**config.mk**
```make
export PLATFORM = sky130hd
export DESIGN_NAME = regfile_dump
export DESIGN_NICKNAME = d
export VERILOG_FILES = /design/src/rtl/regfile_dump.sv
export SDC_FILE = /design/constraint.sdc
export NUM_CORES = 1
export LEC_CHECK = 0
export ABC_AREA = 1
export CAP_MARGIN = 10
export CORE_ASPECT_RATIO = 1.25
export CORE_MARGIN = 5
export CORE_UTILIZATION = 46
export CTS_BUF_LIST = sky130_fd_sc_hd__clkbuf_4 sky130_fd_sc_hd__clkbuf_8 sky130_fd_sc_hd__clkbuf_16
export DETAILED_ROUTE_END_ITERATION = 7
export GPL_ROUTABILITY_DRIVEN = 0
export PLACE_DENSITY = 0.93
export SLEW_MARGIN = 20
export SYNTH_ARGS = -nofsm -noshare
export SYNTH_HDL_FRONTEND = slang
export SYNTH_SLANG_ARGS = --single-unit
```
**constraint.sdc**
```tcl
create_clock -name clk -period 2.36 [get_ports clk]
set_clock_uncertainty 0.05 [all_clocks]
set_input_delay 0.472 -clock clk [delete_from_list [all_inputs] [get_ports clk]]
set_output_delay 0.472 -clock clk [all_outputs]
set_load 0.03 [all_outputs]
```
**src/rtl/regfile_dump.sv**
```systemverilog
// Debug reader for the CPU register file: walks [first_addr..last_addr] on a spare
// read port, one register per beat, and streams {addr, data} out over valid/ready.
//
// state | meaning
// IDLE  | waiting for start; raddr parked on the last index used
// READ  | raddr=idx, capture rdata into the output payload
// SEND  | beat presented, held until out_ready
// DONE  | one-cycle done pulse, then back to IDLE
module regfile_dump #(
  parameter int ADDR_W = 5,
  parameter int DATA_W = 32
) (
  input  logic              clk,
  input  logic              rst_n,
  input  logic              start,
  input  logic [ADDR_W-1:0] first_addr,
  input  logic [ADDR_W-1:0] last_addr,
  output logic [ADDR_W-1:0] raddr,
  input  logic [DATA_W-1:0] rdata,
  output logic              out_valid,
  input  logic              out_ready,
  output logic [ADDR_W-1:0] out_addr,
  output logic [DATA_W-1:0] out_data,
  output logic              busy,
  output logic              done
);

  typedef enum logic [1:0] {
    S_IDLE = 2'd0,
    S_READ = 2'd1,
    S_SEND = 2'd2,
    S_DONE = 2'd3
  } state_t;

  state_t            state_q, state_d;
  logic [ADDR_W-1:0] idx_q, idx_d;
  logic [ADDR_W-1:0] last_q, last_d;
  logic [ADDR_W-1:0] out_addr_q, out_addr_d;
  logic [DATA_W-1:0] out_data_q, out_data_d;
  logic              out_valid_q, out_valid_d;

  always_ff @(posedge clk or negedge rst_n) begin
    if (!rst_n) begin
      state_q     <= S_IDLE;
      idx_q       <= '0;
      last_q      <= '0;
      out_addr_q  <= '0;
      out_data_q  <= '0;
      out_valid_q <= 1'b0;
    end else begin
      state_q     <= state_d;
      idx_q       <= idx_d;
      last_q      <= last_d;
      out_addr_q  <= out_addr_d;
      out_data_q  <= out_data_d;
      out_valid_q <= out_valid_d;
    end
  end

  always_comb begin
    state_d     = state_q;
    idx_d       = idx_q;
    last_d      = last_q;
    out_addr_d  = out_addr_q;
    out_data_d  = out_data_q;
    out_valid_d = out_valid_q;
    case (state_q)
      S_IDLE: begin
        if (start) begin
          idx_d   = first_addr;
          last_d  = last_addr;
          state_d = (first_addr > last_addr) ? S_DONE : S_READ;
        end
      end
      S_READ: begin
        out_data_d  = rdata;
        out_addr_d  = idx_q;
        out_valid_d = 1'b1;
        state_d     = S_SEND;
      end
      S_SEND: begin
        if (out_valid_q && out_ready) begin
          out_valid_d = 1'b0;
          // compare before increment so last=31 terminates without wrapping
          if (idx_q == last_q) begin
            state_d = S_DONE;
          end else begin
            idx_d   = idx_q + ADDR_W'(1);
            state_d = S_READ;
          end
        end
      end
      S_DONE: state_d = S_IDLE;
      default: state_d = S_IDLE;
    endcase
  end

  always_comb begin
    busy = (state_q == S_READ) || (state_q == S_SEND);
    done = (state_q == S_DONE);
  end

  assign raddr     = idx_q;
  assign out_valid = out_valid_q;
  assign out_addr  = out_addr_q;
  assign out_data  = out_data_q;

endmodule

```
==> results of run 1 <==
==> stage by stage <==
| stage | std cells | setup WS [ns] |
|---|---|---|
| finish | 433 | 0.2811 |
| global route | 433 | 0.08697 |
| CTS | 433 | 0.09061 |
| detailed placement | 425 | 0.3118 |
| global placement | 425 | 0.3881 |
| floorplan | 280 | 0.8881 |
==> cell usage in the layout (no fill, tap or decap), drive strengths merged <==
| master | synthesis | routed |
|---|---|---|
| nor2 | 11 | 11 |
| mux2 | 1 | 1 |
| inv | 22 | 22 |
| nand4 | 1 | 1 |
| a21oi | 8 | 8 |
| or2 | 1 | 1 |
| xor2 | 1 | 1 |
| buf | 2 | 4 |
| dlymetal6s2s | 0 | 1 |
| o21a | 1 | 1 |
| ha | 10 | 10 |
| bufinv | 0 | 1 |
| nand2 | 144 | 144 |
| clkdlybuf4s50 | 0 | 88 |
| nand3 | 6 | 6 |
| clkinv | 1 | 1 |
| dfrtp | 50 | 50 |
| clkbuf | 6 | 7 |
| o21ai | 14 | 14 |
| o21bai | 1 | 1 |
==> routing by layer <==
| layer | track usage | up-vias |
|---|---|---|
| li1 | - | 1038 |
| met1 | 0.2317 | 979 |
| met2 | 0.3360 | 70 |
| met3 | 0.03409 | 10 |
| met4 | 0.08725 | 0 |
| met5 | 0 | - |
==> power breakdown <==
part	switching (W)	internal, W
Sequential	0.000295	0.00129
Combinational	0.00182	0.00114
Clock	0.000265	0.000340
Total	0.00238	0.00277
==> sequential cells by signal, indices dropped and copies added, names as in the netlist <==
| name | flops |
|---|---|
| last_q | 5 |
| out_addr | 5 |
| out_data | 32 |
| out_valid | 1 |
| raddr | 5 |
| state_q | 2 |
==> cell usage after synthesis (all sizes together) <==
cell,n,share of area
nor2,11,0.019
o21bai,1,0.0033
inv,22,0.036
mux2,1,0.0049
o21ai,14,0.031
a21oi,8,0.019
xor2,1,0.0038
nand3,6,0.015
nand2,144,0.24
o21a,1,0.0033
buf,2,0.0044
clkinv,1,0.0016
ha,10,0.055
clkbuf,6,0.0099
or2,1,0.0027
dfrtp,50,0.55
nand4,1,0.0027
==> critical path, cell delays in order, from the launching register on <==
cell and delay, ns:
dfrtp_1 0.42, ha_1 0.17, clkdlybuf4s50_1 0.67
==> cells by family after synthesis <==
| family | count (synthesis) | synth area share |
|---|---|---|
| XOR/XNOR | 1 | 0.003836 |
| adder cells (fa/ha/maj) | 10 | 0.05479 |
| flip-flops | 50 | 0.5479 |
| buffers and inverters | 31 | 0.05205 |
| AND/OR/NAND/NOR | 163 | 0.2800 |
| AO/OA/AOI/OAI | 24 | 0.05644 |
| multiplexers | 1 | 0.004931 |
==> area by class of cell <==
class	count	share of cell area
Tap cell	60	0.02226
Clock inverter	1	0.008902
Clock buffer	7	0.02485
Timing Repair Buffer	93	0.2767
Inverter	23	0.02559
Sequential cell	50	0.3709
Multi-Input combinational cell	199	0.2708
==> final timing paths <==
kind | startpoint | end | slack, ns | cells after the start
max in group asynchronous | rst_n | out_data[25] | 1.93 | 2
min in group clk | out_data[23] | out_data[23] | 0.42 | 2
max | state_q[1] | done | 0.28 | 2
max reg2reg | state_q[1] | out_data[15] | 0.29 | 6
min reg2reg | out_data[23] | out_data[23] | 0.42 | 2
min | rst_n | raddr[2] | 0.09 | 2
==> metrics, run 1 <==
Final Slew Violations=0; met3 wire length=319 µm; Cell Rows=28; gate count after technology mapping=280; DRC Markers=0; Area Overhead vs Synth=47.73%; CTS tree=built; sequential share of the synthesized area=0.5479; CTS Sinks=50; Worst Path Max Fanout=4; Worst setup EP type=primary output; Fin Setup TNS=0 ns; starting density of the core=0.4793; # IOs=91; footprint of the multi-input gates=913.4 µm²; net count after synthesis=336; clock period minus worst slack=2.079 ns; hold buffer count at CTS=0; vias per cell=4.843; final HPWL from detailed placement=4373 µm; hold slack=0.09346 ns; final core utilization=0.7080; die extent in x=73.02 µm; Post-Syn Area=2283 µm²; Ys Warns=0; worst min path class=primary input to async pin; initial DRC count=93; core area=4765 µm²; maximum vdd ir drop=1077 µV; WL met1=2352 µm; fmax=481.0 MHz; Worst Setup Start Kind=register; largest net degree at the start of global routing=51; port bufs=90; Seq. cell area=1251 µm²; worst skew pair latency=0.30 ns; CP required=1.84 ns; Detailed Routing Iterations Pass 1=4; Clock transition at path regs=0.09 ns; Net count, final=428; vias post-DR=2097; WL/cell=13.84 µm; antenna violations before repair=0; Overflow after GRT=0; postcts setup bufs=0; Max Cap Viol=0; WL met2=3219 µm; share of cells above drive strength 1=0.05630; CTS resizes=0; number of global-route vias before repair=2187; Pwr Total=0.005146 W; crit share post-route=0.8809; Final setup violation count=0; H-tree Lvls=2; relative slew slack=0.4850; Top Metal Used=met4; WL final=5994 µm; Fillers=373; Routed Antenna Nets=0; chip height=88.77 µm; Hold Vio Cnt, Final=0; Root Buffer=clkbuf_8; Critical Path AT=1.56 ns; Worst Setup Path Type=register to primary output; GRT Util Overall=0.1934; CTS Buf Count=5; Design Area, Final=3373 µm²; worst slew pin tran=0.7678 ns; CTS max path bufs=2; PD cells=1526 nW/µm²; count of cell types in the netlist=23; diode count=0; Syn Area/Cell=8.155 µm²; Yosys reg bits=50; die area=6482 µm²; RSZ-0062 raised after global routing=false; Pleak=1.711 nW; Placed Instance Area=3257 µm²; status=completed; first-pass GRT wire length=9832 µm
Power figures use the tool's default switching activity.
==> run 2, diff against run 1 <==
--- a/config.mk
+++ b/config.mk
@@ -7,7 +7,7 @@
 export LEC_CHECK = 0
 export ABC_AREA = 1
 export CAP_MARGIN = 10
-export CORE_ASPECT_RATIO = 1.25
+export CORE_ASPECT_RATIO = 0.75
 export CORE_MARGIN = 5
 export CORE_UTILIZATION = 46
 export CTS_BUF_LIST = sky130_fd_sc_hd__clkbuf_4 sky130_fd_sc_hd__clkbuf_8 sky130_fd_sc_hd__clkbuf_16
==> run 2 against run 1 <==
  * Maximum frequency is 7.5% lower
  * Highest routed layer unchanged
  * First-iteration DRC count fell by 54%
  * Critical path type unchanged
  * Cell area is 0.74% lower
  * Die area barely moved
  * Wire length shrank 6.8%
  * Cell count did not move
==> metrics, run 2 (synthesized netlist as in run 1, its figures left out) <==
reg2reg end=raddr[3] (was out_data[15]); Reg2Reg Setup Slack=0.68 ns (was 0.29 ns); crit share post-route=0.9527 (was 0.8809); die area=6488 µm² (was 6482 µm²); Max Cap Viol=0 (unchanged); die extent in x=91.36 µm (was 73.02 µm); WL/cell=12.90 µm (was 13.84 µm); Area Overhead vs Synth=46.63% (was 47.73%); Worst setup EP type=primary output (unchanged); initial DRC count=43 (was 93); Critical Path AT=1.73 ns (was 1.56 ns); Fin Setup TNS=0 ns (unchanged); Final WS setup=0.1116 ns (was 0.2811 ns); worst slack at placement=0.3930 ns (was 0.3118 ns); worst skew pair latency=0.29 ns (was 0.30 ns); vias post-DR=2040 (was 2097); CP max stage cell=clkdlybuf4s50_1 (unchanged); fmax=444.8 MHz (was 481.0 MHz); vias per cell=4.711 (was 4.843); number of global-route vias before repair=2063 (was 2187); Net count, final=429 (was 428); r2r startpoint=state_q[1] (unchanged); CP required=1.84 ns (about the same); WL final=5584 µm (was 5994 µm); CTS tree=built (unchanged); hold buffer count at CTS=0 (unchanged); CTS Buf Count=5 (unchanged); Seq. cell area=1251 µm² (unchanged); antenna violations before repair=0 (unchanged); clock period minus worst slack=2.248 ns (was 2.079 ns); RSZ-0062 raised after global routing=false (unchanged); share of cells above drive strength 1=0.05630 (unchanged); relative slew slack=0.7731 (was 0.4850); Worst Setup Path Type=register to primary output (unchanged); most frequent cells in the layout=nand2_1, clkdlybuf4s50_1, dfrtp_1 (unchanged); chip height=71.02 µm (was 88.77 µm); Pwr Total=0.004988 W (was 0.005146 W); starting density of the core=0.4713 (was 0.4793); Hold Vio Cnt, Final=0 (unchanged); Design Area, Final=3348 µm² (was 3373 µm²); Overflow after GRT=0 (unchanged); Detailed Routing Iterations Pass 1=6 (was 4); postcts setup bufs=0 (unchanged); diode count=0 (unchanged); Routed Antenna Nets=0 (unchanged); Final Slew Violations=0 (unchanged); Fillers=413 (was 373); first-pass GRT wire length=9335 µm (was 9832 µm); CTS max path bufs=2 (unchanged); PD cells=1490 nW/µm² (was 1526 nW/µm²); final HPWL from detailed placement=4330 µm (was 4373 µm); Root Buffer=clkbuf_8 (unchanged); maximum vdd ir drop=881.9 µV (was 1077 µV); Worst Path Max Fanout=4 (unchanged); Reg2Reg Depth=7 (was 6); footprint of the multi-input gates=913.4 µm² (unchanged); # IOs=91 (unchanged); worst min path class=primary input to async pin (unchanged); Pleak=1.683 nW (was 1.711 nW); core area=4845 µm² (was 4765 µm²); CTS Sinks=50 (unchanged); CTS resizes=0 (unchanged); largest net degree at the start of global routing=51 (unchanged); status=completed (unchanged); Crit path largest cell delay=0.66 ns (was 0.67 ns); Cell Rows=22 (was 28); Worst Setup Start Kind=register (unchanged); Clock transition at path regs=0.09 ns (about the same); CP cell instances=inv_1 -> ha_1 -> clkdlybuf4s50_1 (was ha_1 -> clkdlybuf4s50_1); DRC Markers=0 (unchanged); max FFs per register=32 (unchanged); commonest non-fill, non-tap cell in the layout=nand2_1 (unchanged); GRT Util Overall=0.1749 (was 0.1934); worst slew pin tran=0.3393 ns (was 0.7678 ns); port bufs=90 (unchanged); Final setup violation count=0 (unchanged); H-tree Lvls=2 (unchanged); Placed Instance Area=3264 µm² (was 3257 µm²)
## run 2: layout make-up
type	count	share of cell area
multi-input cells	199	0.2728
inverters	23	0.02578
well taps	60	0.02242
clock buffers	5	0.02055
repair buffers	94	0.2803
flip-flops and latches	50	0.3737
clock inverters	2	0.004484
## run 2: where the power goes
group | internal [W] | switching (W)
clock | 0.000203 | 0.000269
sequential | 0.00129 | 0.000302
combinational | 0.00114 | 0.00178
## run 2: layer usage
| layer | part of all wire | wire, µm | global-route usage | vias up |
|---|---|---|---|---|
| met1 | 0.41 | 2306 | 0.2193 | 926 |
| met4 | 0.0025 | 14 | 0.02932 | 0 |
| li1 | - | - | - | 1040 |
| met2 | 0.50 | 2794 | 0.2984 | 72 |
| met3 | 0.084 | 468 | 0.06057 | 2 |
| met5 | 0 | 0 | 0 | - |
## run 2: worst max-delay path, delay by kind of cell (launching register included)
family                     cells  cell delay (ns)
DFF                            1             0.41
buffers and inverters          2             0.75
adders and majority gates      1             0.27
## run 2: worst max-delay path by stage
| stage | endpoint | startpoint | slack (ns) |
|---|---|---|---|
| detailed placement | state_q[1] | last_addr[4] | 0.39 |
| global placement | busy | state_q[1] | 0.45 |
| global route | busy | state_q[1] | 0.009 |
| finish | busy | state_q[1] | 0.11 |
| floorplan | raddr[2] | raddr[0] | 0.89 |
| CTS | busy | state_q[1] | 0.09 |
## run 2: metrics by stage
step                      hold slack (ns)  std cells  utilization
final                             0.09724        433       0.6911
after floorplan                    0.1264        280            -
after detailed placement           0.4080        426       0.6738
after CTS                          0.1139        433       0.6911
after global placement             0.4030        426       0.6738
after global routing               0.1164        433       0.6911
